## src/rtl/cla_subtractor_seq.sv

```systemverilog
// Sequential subtractor: diff = a - b - bin, one 4-bit lookahead slice per clock,
// LSB nibble first, with the borrow carried between slices as an inverted carry.
module cla_subtractor_seq #(
   parameter int WIDTH = 16
) (
   input  logic             clk,
   input  logic             rst,
   input  logic             in_valid,
   output logic             in_ready,
   input  logic [WIDTH-1:0] a,
   input  logic [WIDTH-1:0] b,
   input  logic             bin,
   output logic             out_valid,
   input  logic             out_ready,
   output logic [WIDTH-1:0] diff,
   output logic             bout,
   output logic             ovf,
   output logic             zero
);

   localparam int NIB = WIDTH / 32'sd4;
   localparam int IW  = (NIB > 32'sd1) ? $clog2(NIB) : 32'sd1;

   generate
      if ((WIDTH % 32'sd4 != 32'sd0) || (WIDTH < 32'sd4)) begin : g_bad_width
         $error("cla_subtractor_seq: WIDTH must be a multiple of 4 and >= 4");
      end
   endgenerate

   typedef enum logic [1:0] {
      IDLE = 2'd0,
      RUN  = 2'd1,
      DONE = 2'd2
   } state_t;

   state_t           state_q, state_d;
   logic [WIDTH-1:0] a_q, a_d;
   logic [WIDTH-1:0] b_q, b_d;
   logic             carry_q, carry_d;
   logic [IW-1:0]    idx_q, idx_d;
   logic [WIDTH-1:0] diff_q, diff_d;
   logic             bout_q, bout_d;
   logic             ovf_q, ovf_d;
   logic             zero_q, zero_d;

   logic [3:0]       x_s, y_s, p_s, g_s;
   logic [4:0]       c_s;
   int               base_s;

   assign in_ready  = (state_q == IDLE) && !rst;
   assign out_valid = (state_q == DONE);
   assign diff      = diff_q;
   assign bout      = bout_q;
   assign ovf       = ovf_q;
   assign zero      = zero_q;

   // Next-state and slice datapath: subtraction as a + ~b + carry, carry starts at ~bin
   always_comb begin
      state_d = state_q;
      a_d     = a_q;
      b_d     = b_q;
      carry_d = carry_q;
      idx_d   = idx_q;
      diff_d  = diff_q;
      bout_d  = bout_q;
      ovf_d   = ovf_q;
      zero_d  = zero_q;

      base_s  = int'(idx_q) * 32'sd4;
      x_s     = a_q[base_s +: 4];
      y_s     = ~b_q[base_s +: 4];
      p_s     = x_s ^ y_s;
      g_s     = x_s & y_s;
      c_s[0]  = carry_q;
      c_s[1]  = g_s[0] | (p_s[0] & c_s[0]);
      c_s[2]  = g_s[1] | (p_s[1] & g_s[0]) | (p_s[1] & p_s[0] & c_s[0]);
      c_s[3]  = g_s[2] | (p_s[2] & g_s[1]) | (p_s[2] & p_s[1] & g_s[0])
              | (p_s[2] & p_s[1] & p_s[0] & c_s[0]);
      c_s[4]  = g_s[3] | (p_s[3] & g_s[2]) | (p_s[3] & p_s[2] & g_s[1])
              | (p_s[3] & p_s[2] & p_s[1] & g_s[0])
              | (p_s[3] & p_s[2] & p_s[1] & p_s[0] & c_s[0]);

      case (state_q)
         IDLE: begin
            if (in_valid) begin
               a_d     = a;
               b_d     = b;
               carry_d = ~bin;
               idx_d   = '0;
               state_d = RUN;
            end else begin
               state_d = IDLE;
            end
         end
         RUN: begin
            diff_d[base_s +: 4] = p_s ^ c_s[3:0];
            carry_d             = c_s[4];
            if (idx_q == IW'(NIB - 32'sd1)) begin
               state_d = DONE;
               bout_d  = ~c_s[4];
               ovf_d   = (a_q[WIDTH-1] ^ b_q[WIDTH-1]) & (diff_d[WIDTH-1] ^ a_q[WIDTH-1]);
               zero_d  = ~|diff_d;
            end else begin
               idx_d = idx_q + IW'(1);
            end
         end
         DONE: begin
            if (out_ready) begin
               state_d = IDLE;
            end else begin
               state_d = DONE;
            end
         end
         default: begin
            state_d = IDLE;
         end
      endcase
   end

   // State and result registers with synchronous reset
   always_ff @(posedge clk) begin
      if (rst) begin
         state_q <= IDLE;
         a_q     <= '0;
         b_q     <= '0;
         carry_q <= 1'b0;
         idx_q   <= '0;
         diff_q  <= '0;
         bout_q  <= 1'b0;
         ovf_q   <= 1'b0;
         zero_q  <= 1'b0;
      end else begin
         state_q <= state_d;
         a_q     <= a_d;
         b_q     <= b_d;
         carry_q <= carry_d;
         idx_q   <= idx_d;
         diff_q  <= diff_d;
         bout_q  <= bout_d;
         ovf_q   <= ovf_d;
         zero_q  <= zero_d;
      end
   end

endmodule

```

## config.mk

```make
export PLATFORM = sky130hd
export DESIGN_NAME = cla_subtractor_seq
export DESIGN_NICKNAME = d
export VERILOG_FILES = /design/src/rtl/cla_subtractor_seq.sv
export SDC_FILE = /design/constraint.sdc
export NUM_CORES = 1
export LEC_CHECK = 0
export BUFFER_PORTS_ARGS = -buffer_cell sky130_fd_sc_hd__buf_4
export CAP_MARGIN = 0
export CORE_MARGIN = 4
export CORE_UTILIZATION = 50
export CTS_CLUSTER_DIAMETER = 40
export DETAILED_ROUTE_END_ITERATION = 16
export GPL_TIMING_DRIVEN = 0
export PLACE_DENSITY = 0.74
export REMOVE_ABC_BUFFERS = 1
export SYNTH_ARGS = -nofsm -noshare
export SYNTH_HDL_FRONTEND = slang
export SYNTH_SLANG_ARGS = --single-unit
```

## constraint.sdc

```tcl
create_clock -name clk -period 3.6 [get_ports clk]
set_input_delay 0.18 -clock clk [delete_from_list [all_inputs] [get_ports clk]]
set_output_delay 0.18 -clock clk [all_outputs]
set_load 0.02 [all_outputs]
```

==> results.cfg <==
[status]
outcome = finished clean

[critical_path]
cp.required_ns = 3.85
path_cells = mux4_2, fa_1, xnor2_1, o2bb2ai_1, or4_1, a2111oi_0, a32o_1
crit_buf_inv = 0
critPathMaxStageDelay_ns = 0.66
crit_path_max_fanout = 20
cpLargestDelayFamily = compound AO/OA/AOI/OAI gates
slowest_stage = dfxtp_2
crit_path_start_kind = flop
critical_path_class = flop to flop
end_kind = flop
worstPathArrival_ns = 3.40

[route]
viasPerCell = 5.41
drt-initial-drc-count = 134
drcViolationCount = 0
num_vias = 2377
routed_wl_mm = 5.75
drt-pass1-iter-count = 5
ant_nets = 0
wire_per_inst_um = 13.1

[final_layout]
final_cells = 439
antenna_cells = 0
drive_above_1_share = 0.209
area_growth_pct = 20.0
postLayoutCoreUtil = 0.625
nets = 417
fill_cells = 468

[floorplanning]
dieArea_mm2 = 0.00662
num_rows = 26
initial_core_util = 0.521
ios = 58
fp.dieH_um = 81.4
fp.dieW_um = 81.4
coreArea_mm2 = 0.00517

[power_and_ir_drop]
p_clk_frac = 0.269
p_seq_frac = 0.522
p_per_area_mw_per_mm2 = 402
power_switching_mw = 0.376
vdd_drop_max_v = 0.000253
switching_share = 0.289
power_frac_comb = 0.209
p_int_mw = 0.922
leakage_nw = 1.31

[clock_network]
cts_tree = done
h-tree-depth = 2
cts.clk_slew.worst_paths_ns = 0.10
cts_root_buf = clkbuf_8
ctsResizeCount = 0
numClockSinks = 56
holdBufCountCts = 0
cts_inserted_buffers = 5
insertion_delay_ns = 0.30
cts_setup_buffers = 0
cts_buffer_depth = 2

[sta]
hold_viol_final = 0
worst_pin_slew_ns = 1.21
holdWs_ns = 0.111
rsz0062_at_grt = false
relSlewSlack = 0.192
finalSetupViolations = 0
setup_tns_ns = 0
min_period_ns = 3.16
fmax_mhz = 317
fin_crit_sh = 0.876
drv_slew = 0
skew_ns = 0.00841

[placed_design]
port-buffer-count = 57
place_inst = 431
place_hpwl_mm = 4.14
gp_congestion = 0.865

[global_routing]
grt_usage = 0.181
antenna_found_initial = 0
grt_pass1_vias = 2162
grt_overflow = 0
grt_first_pass_wirelength_mm = 9.58
grt_start_max_net_pins = 59

[synth]
ys_seq_elements = 56
yosysTopAreaCell = dfxtp_1
synth_ff_type = dfxtp_1
synth.distinct_cells = 44
synth_area_mm2 = 0.00269
avgSynthCellArea_um2 = 8.36
synth_top_cell_area_share = 0.416
synth-edff-count = 0
yosysMostFrequentCell = nand2_1
synthCells = 322
synth_seq_area_share = 0.416
synth_area_leaders = dfxtp_1 (42%), nand2_1 (11%), a21oi_1 (7.8%)
yosysWarningCount = 0
async_flop_share = 0
synth_common_cells = nand2_1 (76), dfxtp_1 (56), a21oi_1 (42)

[min_path]
hp-class = input pin to flop

[job]
drv_cap = 0
power groups by stage:
| stage | Clock (mW) | Sequential (mW) | Combinational (mW) |
|---|---|---|---|
| floorplan | 0 | 0.694 | 0.169 |
| global placement | 0 | 0.692 | 0.267 |
| detailed placement | 0 | 0.693 | 0.271 |
| CTS | 0.357 | 0.679 | 0.272 |
| global route | 0.381 | 0.684 | 0.302 |
| finish | 0.349 | 0.678 | 0.271 |
placed cells by master (no fill, tap or decap), types with 2 or more instances in the layout:
cell,netlist,routed
nand2_1,76,76
buf_4,1,57
dfxtp_1,56,55
a21oi_1,42,42
nor2_1,27,27
a22oi_1,12,12
ha_1,11,11
inv_1,10,10
mux4_2,8,8
nor2b_1,8,8
clkbuf_8,0,6
a211oi_1,5,5
nor3_1,4,4
nor4_1,4,4
nand2b_1,3,3
a21o_1,3,3
o21ai_0,3,3
nand3b_1,3,3
xnor2_1,2,2
and3_1,2,2
nand4_1,2,2
a31oi_1,2,2
clkinv_2,0,2
tightest hold or removal path, stage by stage:
cell and delay, ns:
buf_4 0.11, nand2_1 0.04, a21oi_1 0.05
sequential cells by signal, indices dropped and copies added, names as in the netlist:
signal   flops
a_q         16
b_q         16
diff        16
idx_q        2
state_q      2
bout         1
carry_q      1
ovf          1
zero         1
final cells by class:
class | instances | area [µm²] | share of cell area
clock buffer | 6 | 82.6 | 0.0256
clock inverter | 2 | 10.0 | 0.00310
inverter | 11 | 41.3 | 0.0128
multi-input combinational | 237 | 1460 | 0.452
sequential | 56 | 1120 | 0.347
tap | 70 | 87.6 | 0.0271
timing repair buffer | 57 | 428 | 0.132
final timing paths:
check | startpoint | endpoint | slack (ns) | cells after the start
hold / removal | b[15] | b_q[15] | 0.11 | 3
setup / recovery | idx_q[0] | zero | 0.44 | 7
setup reg to reg | idx_q[0] | zero | 0.44 | 7
hold reg to reg | a_q[10] | a_q[10] | 0.46 | 2
stage by stage:
step / setup WS [ns] / area [µm²] / power [mW]
final: 0.445 / 3230 / 1.30
after CTS: 0.125 / 3230 / 1.31
after global placement: 0.185 / 3140 / 0.959
after global routing: 0.279 / 3230 / 1.37
after floorplan: 0.548 / 2620 / 0.863
after detailed placement: 0.153 / 3140 / 0.964
per-layer routing:
layer	global-route usage	share of wire	up-vias
li1	-	-	1214
met1	0.234	0.45	1089
met4	0.0439	0.0073	0
met3	0.0366	0.061	6
met2	0.310	0.48	68
met5	0	0	-
cells by family (layout without fill, tap and decap cells):
logic type / count (synthesis) / after routing / synth area share
XOR/XNOR: 2 / 2 / 0.00651
AND/OR/NAND/NOR: 136 / 136 / 0.225
adder cells (fa/ha/maj): 12 / 12 / 0.0585
multiplexers: 9 / 9 / 0.0706
flip-flops: 56 / 56 / 0.416
buffers and inverters: 29 / 76 / 0.0418
AO/OA/AOI/OAI: 78 / 78 / 0.181
Power figures use the tool's default switching activity.
